[src/rtl/axil_lfsr_stream_pkg.sv]
// Shared constants for the AXI-Lite configured LFSR stream generator.
// Latency: n/a (constants, types and a decode helper only).
// Backpressure: n/a.
//
// Holds the register byte offsets, CTRL/STATUS bit positions, AXI response
// codes and the generator FSM state type.
package axil_lfsr_stream_pkg;

    localparam logic [7:0] REG_CTRL   = 8'h00;
    localparam logic [7:0] REG_STATUS = 8'h04;
    localparam logic [7:0] REG_SEED   = 8'h08;
    localparam logic [7:0] REG_TAPS   = 8'h0C;
    localparam logic [7:0] REG_COUNT  = 8'h10;
    localparam logic [7:0] REG_SENT   = 8'h14;

    localparam int CTRL_START  = 0;
    localparam int CTRL_CONT   = 1;
    localparam int CTRL_ABORT  = 2;
    localparam int STATUS_BUSY = 0;
    localparam int STATUS_DONE = 1;

    localparam logic [1:0] RESP_OKAY   = 2'b00;
    localparam logic [1:0] RESP_SLVERR = 2'b10;

    typedef enum logic {
        ST_IDLE = 1'b0,
        ST_RUN  = 1'b1
    } state_e;

    function automatic logic addr_mapped(input logic [7:0] addr);
        return (addr == REG_CTRL)  || (addr == REG_STATUS) || (addr == REG_SEED) ||
               (addr == REG_TAPS)  || (addr == REG_COUNT)  || (addr == REG_SENT);
    endfunction

endpackage

[src/rtl/axil_lfsr_stream_if.sv]
// Bus bundle: AXI-Lite slave control port plus AXI-Stream pattern output.
// Latency: n/a (wires only).
// Backpressure: standard valid/ready on every channel.
//
// slave modport = generator side, master modport = host/sink side.
// m_axis_tlast exists only when LFSR_STREAM_TLAST_EN is defined.
interface axil_lfsr_stream_if #(
    parameter int DATA_W = 32
) ();
    logic [31:0]       s_axil_awaddr;
    logic              s_axil_awvalid;
    logic              s_axil_awready;
    logic [31:0]       s_axil_wdata;
    logic              s_axil_wvalid;
    logic              s_axil_wready;
    logic [1:0]        s_axil_bresp;
    logic              s_axil_bvalid;
    logic              s_axil_bready;
    logic [31:0]       s_axil_araddr;
    logic              s_axil_arvalid;
    logic              s_axil_arready;
    logic [31:0]       s_axil_rdata;
    logic [1:0]        s_axil_rresp;
    logic              s_axil_rvalid;
    logic              s_axil_rready;
    logic [DATA_W-1:0] m_axis_tdata;
    logic              m_axis_tvalid;
    logic              m_axis_tready;
`ifdef LFSR_STREAM_TLAST_EN
    logic              m_axis_tlast;
`endif

    modport slave (
        input  s_axil_awaddr, s_axil_awvalid, output s_axil_awready,
        input  s_axil_wdata,  s_axil_wvalid,  output s_axil_wready,
        output s_axil_bresp,  s_axil_bvalid,  input  s_axil_bready,
        input  s_axil_araddr, s_axil_arvalid, output s_axil_arready,
        output s_axil_rdata,  s_axil_rresp,   s_axil_rvalid,
        input  s_axil_rready,
        output m_axis_tdata,  m_axis_tvalid,  input  m_axis_tready
`ifdef LFSR_STREAM_TLAST_EN
        , output m_axis_tlast
`endif
    );

    modport master (
        output s_axil_awaddr, s_axil_awvalid, input  s_axil_awready,
        output s_axil_wdata,  s_axil_wvalid,  input  s_axil_wready,
        input  s_axil_bresp,  s_axil_bvalid,  output s_axil_bready,
        output s_axil_araddr, s_axil_arvalid, input  s_axil_arready,
        input  s_axil_rdata,  s_axil_rresp,   s_axil_rvalid,
        output s_axil_rready,
        input  m_axis_tdata,  m_axis_tvalid,  output m_axis_tready
`ifdef LFSR_STREAM_TLAST_EN
        , input m_axis_tlast
`endif
    );

endinterface

[src/rtl/axil_lfsr_stream_lfsr_galois.sv]
// Galois right-shift LFSR next-state function with zero-seed substitution.
// Latency: combinational.
// Backpressure: none; the caller decides when to advance.
//
// Ports: seed_i -> seed_o (0 replaced by 1 so the register cannot lock up),
//        state_i/taps_i -> next_o.
module lfsr_galois #(
    parameter int LFSR_W = 32
) (
    input  logic [LFSR_W-1:0] seed_i,
    input  logic [LFSR_W-1:0] state_i,
    input  logic [LFSR_W-1:0] taps_i,
    output logic [LFSR_W-1:0] seed_o,
    output logic [LFSR_W-1:0] next_o
);

    assign seed_o = (seed_i == '0) ? LFSR_W'(1) : seed_i;
    assign next_o = state_i[0] ? ((state_i >> 1) ^ taps_i) : (state_i >> 1);

endmodule

[src/rtl/axil_lfsr_stream.sv]
// LFSR pattern generator: AXI-Lite programs seed/taps/count, AXI-Stream emits beats.
// Latency: first beat valid 1 cycle after the START write executes, then 1 beat/cycle.
// Backpressure: LFSR advances only on tvalid&&tready; tdata held while stalled.
//
// Ports: aclk, areset (sync, active-high), bus (axil_lfsr_stream_if.slave).
// Optional m_axis_tlast when LFSR_STREAM_TLAST_EN is defined.
module axil_lfsr_stream
    import axil_lfsr_stream_pkg::*;
#(
    parameter int          LFSR_W       = 32,
    parameter int          DATA_W       = 32,
    parameter int          CNT_W        = 16,
    parameter logic [31:0] DEFAULT_TAPS = 32'h80200003
) (
    input  logic                 aclk,
    input  logic                 areset,
    axil_lfsr_stream_if.slave    bus
);

    // AXI-Lite holding slots and response registers
    logic              awready_q, aw_full_q, wready_q, w_full_q;
    logic [7:0]        awaddr_q;
    logic [31:0]       wdata_q;
    logic              bvalid_q, arready_q, rvalid_q;
    logic [1:0]        bresp_q, rresp_q;
    logic [31:0]       rdata_q;
    // software-visible registers
    logic              cont_q, done_q;
    logic [LFSR_W-1:0] seed_q, taps_q;
    logic [CNT_W-1:0]  count_q, sent_q;
    // burst state, latched at START
    state_e            state_q;
    logic              tvalid_q, abort_pend_q;
    logic [LFSR_W-1:0] lfsr_q, run_taps_q, seed_fix, lfsr_next;
    logic [CNT_W-1:0]  run_count_q, sent_inc;

    logic        do_write, start_req, abort_req, beat_hs, last_beat;
    logic [31:0] rd_dat;
    logic        rd_err;
    logic        unused_bits;

    assign do_write  = aw_full_q && w_full_q;
    assign start_req = do_write && (awaddr_q == REG_CTRL) && wdata_q[CTRL_START];
    assign abort_req = do_write && (awaddr_q == REG_CTRL) && wdata_q[CTRL_ABORT];
    assign beat_hs   = tvalid_q && bus.m_axis_tready;
    assign sent_inc  = sent_q + CNT_W'(1);
    assign last_beat = (sent_inc == run_count_q);
    assign unused_bits = ^{bus.s_axil_awaddr[31:8], bus.s_axil_araddr[31:8], wdata_q};

    lfsr_galois #(.LFSR_W(LFSR_W)) u_lfsr (
        .seed_i  (seed_q),
        .state_i (lfsr_q),
        .taps_i  (run_taps_q),
        .seed_o  (seed_fix),
        .next_o  (lfsr_next)
    );

    always_comb begin
        rd_dat = '0;
        rd_err = 1'b0;
        case (bus.s_axil_araddr[7:0])
            REG_CTRL:   rd_dat[CTRL_CONT] = cont_q;
            REG_STATUS: begin
                rd_dat[STATUS_BUSY] = (state_q == ST_RUN);
                rd_dat[STATUS_DONE] = done_q;
            end
            REG_SEED:   rd_dat[LFSR_W-1:0] = seed_q;
            REG_TAPS:   rd_dat[LFSR_W-1:0] = taps_q;
            REG_COUNT:  rd_dat[CNT_W-1:0]  = count_q;
            REG_SENT:   rd_dat[CNT_W-1:0]  = sent_q;
            default:    rd_err = 1'b1;
        endcase
    end

    // AXI-Lite channels and register file
    always_ff @(posedge aclk) begin
        if (areset) begin
            awready_q <= 1'b0;  aw_full_q <= 1'b0;  awaddr_q <= '0;
            wready_q  <= 1'b0;  w_full_q  <= 1'b0;  wdata_q  <= '0;
            bvalid_q  <= 1'b0;  bresp_q   <= RESP_OKAY;
            arready_q <= 1'b0;  rvalid_q  <= 1'b0;
            rdata_q   <= '0;    rresp_q   <= RESP_OKAY;
            cont_q    <= 1'b0;
            seed_q    <= LFSR_W'(1);
            taps_q    <= DEFAULT_TAPS[LFSR_W-1:0];
            count_q   <= '0;
        end else begin
            // ready is a one-cycle pulse; slots stay closed while a response is out
            awready_q <= bus.s_axil_awvalid && !aw_full_q && !awready_q && !bvalid_q;
            wready_q  <= bus.s_axil_wvalid  && !w_full_q  && !wready_q  && !bvalid_q;
            if (bus.s_axil_awvalid && awready_q) begin
                aw_full_q <= 1'b1;
                awaddr_q  <= bus.s_axil_awaddr[7:0];
            end
            if (bus.s_axil_wvalid && wready_q) begin
                w_full_q <= 1'b1;
                wdata_q  <= bus.s_axil_wdata;
            end

            if (do_write) begin
                aw_full_q <= 1'b0;
                w_full_q  <= 1'b0;
                bvalid_q  <= 1'b1;
                bresp_q   <= addr_mapped(awaddr_q) ? RESP_OKAY : RESP_SLVERR;
                case (awaddr_q)
                    REG_CTRL:  cont_q  <= wdata_q[CTRL_CONT];
                    REG_SEED:  seed_q  <= wdata_q[LFSR_W-1:0];
                    REG_TAPS:  taps_q  <= wdata_q[LFSR_W-1:0];
                    REG_COUNT: count_q <= wdata_q[CNT_W-1:0];
                    default: ;
                endcase
            end else if (bvalid_q && bus.s_axil_bready) begin
                bvalid_q <= 1'b0;
            end

            arready_q <= bus.s_axil_arvalid && !arready_q && !rvalid_q;
            if (bus.s_axil_arvalid && arready_q) begin
                rvalid_q <= 1'b1;
                rdata_q  <= rd_dat;
                rresp_q  <= rd_err ? RESP_SLVERR : RESP_OKAY;
            end else if (rvalid_q && bus.s_axil_rready) begin
                rvalid_q <= 1'b0;
            end
        end
    end

    // Burst FSM
    always_ff @(posedge aclk) begin
        if (areset) begin
            state_q      <= ST_IDLE;
            tvalid_q     <= 1'b0;
            done_q       <= 1'b0;
            abort_pend_q <= 1'b0;
            sent_q       <= '0;
            lfsr_q       <= '0;
            run_taps_q   <= '0;
            run_count_q  <= '0;
        end else begin
            case (state_q)
                ST_IDLE: begin
                    if (start_req) begin
                        if (count_q != '0) begin
                            state_q      <= ST_RUN;
                            tvalid_q     <= 1'b1;
                            lfsr_q       <= seed_fix;
                            run_taps_q   <= taps_q;
                            run_count_q  <= count_q;
                            sent_q       <= '0;
                            done_q       <= 1'b0;
                            abort_pend_q <= 1'b0;
                        end else begin
                            done_q <= 1'b1;
                        end
                    end
                end
                ST_RUN: begin
                    // tvalid is held through RUN, so an abort waits for the pending beat
                    if (abort_req) abort_pend_q <= 1'b1;
                    if (beat_hs) begin
                        lfsr_q <= lfsr_next;
                        if (abort_req || abort_pend_q || (last_beat && !cont_q)) begin
                            state_q      <= ST_IDLE;
                            tvalid_q     <= 1'b0;
                            done_q       <= 1'b1;
                            abort_pend_q <= 1'b0;
                            sent_q       <= sent_inc;
                        end else if (last_beat) begin
                            sent_q <= '0;
                        end else begin
                            sent_q <= sent_inc;
                        end
                    end
                end
                default: state_q <= ST_IDLE;
            endcase
        end
    end

    assign bus.s_axil_awready = awready_q;
    assign bus.s_axil_wready  = wready_q;
    assign bus.s_axil_bvalid  = bvalid_q;
    assign bus.s_axil_bresp   = bresp_q;
    assign bus.s_axil_arready = arready_q;
    assign bus.s_axil_rvalid  = rvalid_q;
    assign bus.s_axil_rdata   = rdata_q;
    assign bus.s_axil_rresp   = rresp_q;
    assign bus.m_axis_tvalid  = tvalid_q;
    assign bus.m_axis_tdata   = lfsr_q[DATA_W-1:0];
`ifdef LFSR_STREAM_TLAST_EN
    // marks the final beat of every COUNT-sized group; an abort does not force it
    assign bus.m_axis_tlast   = tvalid_q && last_beat;
`endif

endmodule

[src/flat_wrapper.sv]
// flat-port wrapper written by rule: the top's interface ports become plain ports
module axil_lfsr_stream_flat import axil_lfsr_stream_pkg::*;
#(
    parameter int          LFSR_W       = 32,
    parameter int          DATA_W       = 32,
    parameter int          CNT_W        = 16,
    parameter logic [31:0] DEFAULT_TAPS = 32'h80200003
)
  (aclk, areset, bus_s_axil_awaddr, bus_s_axil_awvalid, bus_s_axil_awready, bus_s_axil_wdata, bus_s_axil_wvalid, bus_s_axil_wready, bus_s_axil_bresp, bus_s_axil_bvalid, bus_s_axil_bready, bus_s_axil_araddr, bus_s_axil_arvalid, bus_s_axil_arready, bus_s_axil_rdata, bus_s_axil_rresp, bus_s_axil_rvalid, bus_s_axil_rready, bus_m_axis_tdata, bus_m_axis_tvalid, bus_m_axis_tready);
  axil_lfsr_stream_if #(.DATA_W(DATA_W)) bus_i ();
  input  logic aclk;
  input  logic areset;
  input wire logic [$bits(bus_i.s_axil_awaddr)-1:0] bus_s_axil_awaddr;
  input wire logic [$bits(bus_i.s_axil_awvalid)-1:0] bus_s_axil_awvalid;
  output wire logic [$bits(bus_i.s_axil_awready)-1:0] bus_s_axil_awready;
  input wire logic [$bits(bus_i.s_axil_wdata)-1:0] bus_s_axil_wdata;
  input wire logic [$bits(bus_i.s_axil_wvalid)-1:0] bus_s_axil_wvalid;
  output wire logic [$bits(bus_i.s_axil_wready)-1:0] bus_s_axil_wready;
  output wire logic [$bits(bus_i.s_axil_bresp)-1:0] bus_s_axil_bresp;
  output wire logic [$bits(bus_i.s_axil_bvalid)-1:0] bus_s_axil_bvalid;
  input wire logic [$bits(bus_i.s_axil_bready)-1:0] bus_s_axil_bready;
  input wire logic [$bits(bus_i.s_axil_araddr)-1:0] bus_s_axil_araddr;
  input wire logic [$bits(bus_i.s_axil_arvalid)-1:0] bus_s_axil_arvalid;
  output wire logic [$bits(bus_i.s_axil_arready)-1:0] bus_s_axil_arready;
  output wire logic [$bits(bus_i.s_axil_rdata)-1:0] bus_s_axil_rdata;
  output wire logic [$bits(bus_i.s_axil_rresp)-1:0] bus_s_axil_rresp;
  output wire logic [$bits(bus_i.s_axil_rvalid)-1:0] bus_s_axil_rvalid;
  input wire logic [$bits(bus_i.s_axil_rready)-1:0] bus_s_axil_rready;
  output wire logic [$bits(bus_i.m_axis_tdata)-1:0] bus_m_axis_tdata;
  output wire logic [$bits(bus_i.m_axis_tvalid)-1:0] bus_m_axis_tvalid;
  input wire logic [$bits(bus_i.m_axis_tready)-1:0] bus_m_axis_tready;
  assign bus_i.s_axil_awaddr = bus_s_axil_awaddr;
  assign bus_i.s_axil_awvalid = bus_s_axil_awvalid;
  assign bus_s_axil_awready = bus_i.s_axil_awready;
  assign bus_i.s_axil_wdata = bus_s_axil_wdata;
  assign bus_i.s_axil_wvalid = bus_s_axil_wvalid;
  assign bus_s_axil_wready = bus_i.s_axil_wready;
  assign bus_s_axil_bresp = bus_i.s_axil_bresp;
  assign bus_s_axil_bvalid = bus_i.s_axil_bvalid;
  assign bus_i.s_axil_bready = bus_s_axil_bready;
  assign bus_i.s_axil_araddr = bus_s_axil_araddr;
  assign bus_i.s_axil_arvalid = bus_s_axil_arvalid;
  assign bus_s_axil_arready = bus_i.s_axil_arready;
  assign bus_s_axil_rdata = bus_i.s_axil_rdata;
  assign bus_s_axil_rresp = bus_i.s_axil_rresp;
  assign bus_s_axil_rvalid = bus_i.s_axil_rvalid;
  assign bus_i.s_axil_rready = bus_s_axil_rready;
  assign bus_m_axis_tdata = bus_i.m_axis_tdata;
  assign bus_m_axis_tvalid = bus_i.m_axis_tvalid;
  assign bus_i.m_axis_tready = bus_m_axis_tready;
  axil_lfsr_stream #(.LFSR_W(LFSR_W), .DATA_W(DATA_W), .CNT_W(CNT_W), .DEFAULT_TAPS(DEFAULT_TAPS)) u_core (.aclk(aclk), .areset(areset), .bus(bus_i));
endmodule
[config.mk]
export PLATFORM = sky130hd
export DESIGN_NAME = axil_lfsr_stream_flat
export DESIGN_NICKNAME = d
export VERILOG_FILES = /design/src/rtl/axil_lfsr_stream_pkg.sv /design/src/rtl/axil_lfsr_stream_if.sv /design/src/rtl/axil_lfsr_stream_lfsr_galois.sv /design/src/rtl/axil_lfsr_stream.sv /design/src/flat_wrapper.sv
export SDC_FILE = /design/constraint.sdc
export NUM_CORES = 1
export LEC_CHECK = 0
export CORE_MARGIN = 3
export CORE_UTILIZATION = 36
export CTS_CLUSTER_DIAMETER = 150
export DETAILED_ROUTE_END_ITERATION = 7
export PLACE_DENSITY_LB_ADDON = 0.12
export SLEW_MARGIN = 5
export SYNTH_ARGS = -nofsm -noshare
export SYNTH_HDL_FRONTEND = slang
export SYNTH_SLANG_ARGS = --single-unit
[constraint.sdc]
create_clock -name aclk -period 3.8 [get_ports aclk]
set_input_delay 0.76 -clock aclk [delete_from_list [all_inputs] [get_ports aclk]]
set_output_delay 0.76 -clock aclk [all_outputs]
set_load 0.1 [all_outputs]
==> flow_summary_export.csv <==
group,metric,value,unit
run_status,status,"finished clean",
clock_tree,cts_tree,"done",
routing,dr.pass1.iters,7,
die,die_area,33200,um^2
routing,drc,0,
worst_setup_path,slowest_delay,590,ps
synthesis,syn-instance-count,1431,
worst_setup_path,end_kind,"flip-flop",
die,io_pins,178,
synthesis,netlist_area,11200,um^2
synthesis,yosys_register_bits,262,
synthesis,syn_avg_cell_area,7.80,um^2
final_layout,fillCellCount,3083,
placement,placedCellCount,1857,
sta,worstMarginPinSlew,1050,ps
routing,vias,10200,
placement,gp_congestion,0.857,
clock_tree,clkTransAtPathRegs,60,ps
grt,grt_usage,20.5,%
worst_setup_path,cp-start-kind,"flip-flop",
routing,wl_per_cell,18.3,um
final_layout,design_area,13600,um^2
clock_tree,post_cts_resized,0,
routing,ant_nets,0,
synthesis,ys_async_sr_fraction,0,%
final_layout,finalCoreUtilization,45.1,%
power,ir_drop,0.353,mV
clock_tree,cts_buffers,29,
synthesis,ys_types,60,
synthesis,synth-edff-count,0,
sta,maxSlewHeadroom,30.0,%
sta,fin_crit,3040,ps
worst_setup_path,critPathSlowestCell,"nand4_1",
final_layout,layout-drive-gt1-share,6.06,%
worst_setup_path,path_cells,"ha_1, and3_1, nand3_1, xnor2_1, nor4_2, nand4_1, a22oi_1, nor2_1",
hold_path,hp-class,"reg -> reg",
die,die_x,182,um
sta,rsz0062_at_grt,"false",
sta,setup_viol,0,
sta,setup_tns,0,ps
sta,fin_worst_skew,18.0,ps
power,p_per_area,430,nW/um^2
final_layout,area_delta_synth_final,21.6,%
worst_setup_path,cp_num_buf_inv,0,
clock_tree,clock_path_buffers,3,
routing,vias_per_cell,5.37,
grt,grt-ovfl-total,0,
clock_tree,cts.sink_count,262,
routing,drt_iter0_markers,843,
sta,timing.hold.ws,450,ps
placement,io_buffer_count,127,
clock_tree,holdBufCountCts,0,
placement,dp_hpwl,22.4,mm
clock_tree,cts_post_setup_buffers_inserted,0,
routing,wl,35.0,mm
worst_setup_path,critPathKind,"reg -> reg",
sta,finalHoldViolCount,0,
final_layout,fin_cells,1908,
worst_setup_path,crit_required,4210,ps
die,start_util,37.1,%
grt,antenna_found_initial,0,
synthesis,synth_flop_cell,"dfxtp_1",
sta,max_freq,0.329,GHz
worst_setup_path,critPathTopFamily,"simple AND/OR/NAND/NOR gates",
final_layout,antennaDiodeCount,0,
clock_tree,htree_levels,1,
placement,place_area,12700,um^2
sta,slew_viol_final,0,
clock_tree,clockRootBuffer,"clkbuf_16",
die,core_area,30100,um^2
grt,grt_pass1_wl,55.6,mm
run,max_cap_violations,0,
clock_tree,clkLatencyLatePin,550,ps
die,die_h,182,um
power,power.leakage,4.33,nW
grt,grt_pass1_vias,9649,
die,rows,63,
synthesis,yosysWarnings,0,
synthesis,synth-seq-area-share,47.0,%
worst_setup_path,worstPathArrival,3450,ps
worst_setup_path,crit_fanout,13,
sta,min_period_over_period,80.1,%
final_layout,fin_nets,1603,
grt,grt_max_degree,72,
final timing paths:
kind | from | endpoint | slack [ps] | depth (start not counted)
worst max-delay path | u_core.sent_q[0] | u_core.sent_q[0] | 760 | 8
worst min register to register | u_core.run_taps_q[25] | u_core.run_taps_q[25] | 450 | 2
worst min-delay path | u_core.run_taps_q[25] | u_core.run_taps_q[25] | 450 | 2
worst max register to register | u_core.sent_q[0] | u_core.sent_q[0] | 760 | 8
routing by layer:
| layer | global-route usage, % | vias to the layer above | share of wire [%] |
|---|---|---|---|
| li1 | - | 5050 | - |
| met1 | 29.0 | 4853 | 47 |
| met2 | 33.3 | 290 | 45 |
| met3 | 3.15 | 49 | 5.4 |
| met4 | 4.72 | 0 | 2.2 |
| met5 | 0 | - | 0 |
through the flow:
| stage | power [mW] | setup slack [ps] |
|---|---|---|
| 6_report | 5.84 | 757 |
| 5_1_grt | 6.04 | 456 |
| 4_1_cts | 5.90 | 746 |
| 3_5_place_dp | 3.18 | 657 |
| 3_3_place_gp | 3.18 | 702 |
| 2_1_floorplan | 3.05 | 1260 |
cell usage in the layout, fill, tap and decap left out, drive strengths merged, types with 10 or more instances in the layout:
master	instances
nand2	456
nor3	28
xnor2	19
o211ai	30
a31oi	10
nand4	15
a221oi	17
buf	23
clkdlybuf4s50	125
xor2	38
o21ai	11
nand3	25
nor2	56
clkbuf	49
dfxtp	262
a222oi	15
nor4	28
a21oi	229
worst min-delay path, stage by stage, from the launching register on:
cell and delay (ps):
dfxtp_1 310, nand2_1 50, a21oi_1 50
cells in the mapped netlist (all sizes together) (2+ instances only):
library cell / number / area, um^2
o21ai: 11 / 55.1
nand2: 456 / 1710
inv: 5 / 18.8
nor4: 28 / 241
a31oi: 10 / 62.6
clkbuf: 91 / 342
a41oi: 7 / 61.3
nor2b: 5 / 31.3
xnor2: 19 / 166
o211ai: 30 / 225
a221oi: 17 / 149
buf: 22 / 121
dfxtp: 262 / 5250
o2111ai: 2 / 17.5
and3: 5 / 31.3
mux2i: 5 / 50.1
a32oi: 2 / 17.5
a211oi: 4 / 30.0
or3: 4 / 25.0
xor2: 38 / 333
and4: 3 / 27.5
and2: 2 / 12.5
or2: 2 / 12.5
mux2: 2 / 22.5
a21oi: 229 / 1150
nor3: 28 / 156
nor4b: 3 / 26.3
a222oi: 15 / 150
nand3: 25 / 135
nand2b: 5 / 31.3
a211o: 2 / 17.5
nor2: 56 / 210
nand3b: 7 / 52.6
nand4: 15 / 115
a22oi: 2 / 15.0
power by group:
part / switching (mW) / internal, mW
Sequential: 0.0249 / 2.77
Clock: 1.11 / 1.61
Combinational: 0.215 / 0.104
Total: 1.35 / 4.49
sequential cells by signal (all words and copies together), names as in the netlist, 8 cells and up:
signal and count:
u_core.sent_q 16, u_core.run_count_q 16, u_core.taps_q 32, u_core.seed_q 32, u_core.run_taps_q 32, u_core.count_q 16, u_core.bus.m_axis_tdata 32, u_core.bus.s_axil_rdata 32
u_core.awaddr_q 8, u_core.wdata_q 32
area by class of cell:
type | count | area, um^2 | share of cell area, %
clock buffers | 49 | 911 | 6.71
clock inverters | 2 | 10.0 | 0.0737
multi-input cells | 1052 | 5480 | 40.3
repair buffers | 148 | 1430 | 10.5
well taps | 390 | 488 | 3.59
flip-flops and latches | 262 | 5250 | 38.6
inverters | 5 | 18.8 | 0.138
cell families after synthesis:
group,count (synthesis),share of synthesized area (%)
xor gates and xnor gates,57,4.47
muxes,7,0.650
and+or+nand+nor,648,25.6
buffers and inverters,118,4.31
other,1,0.0336
DFF,262,47.0
AOI/OAI and AO/OA,337,17.8
adders and majority gates,1,0.112
No activity file was read; power rests on OpenSTA's default activity.
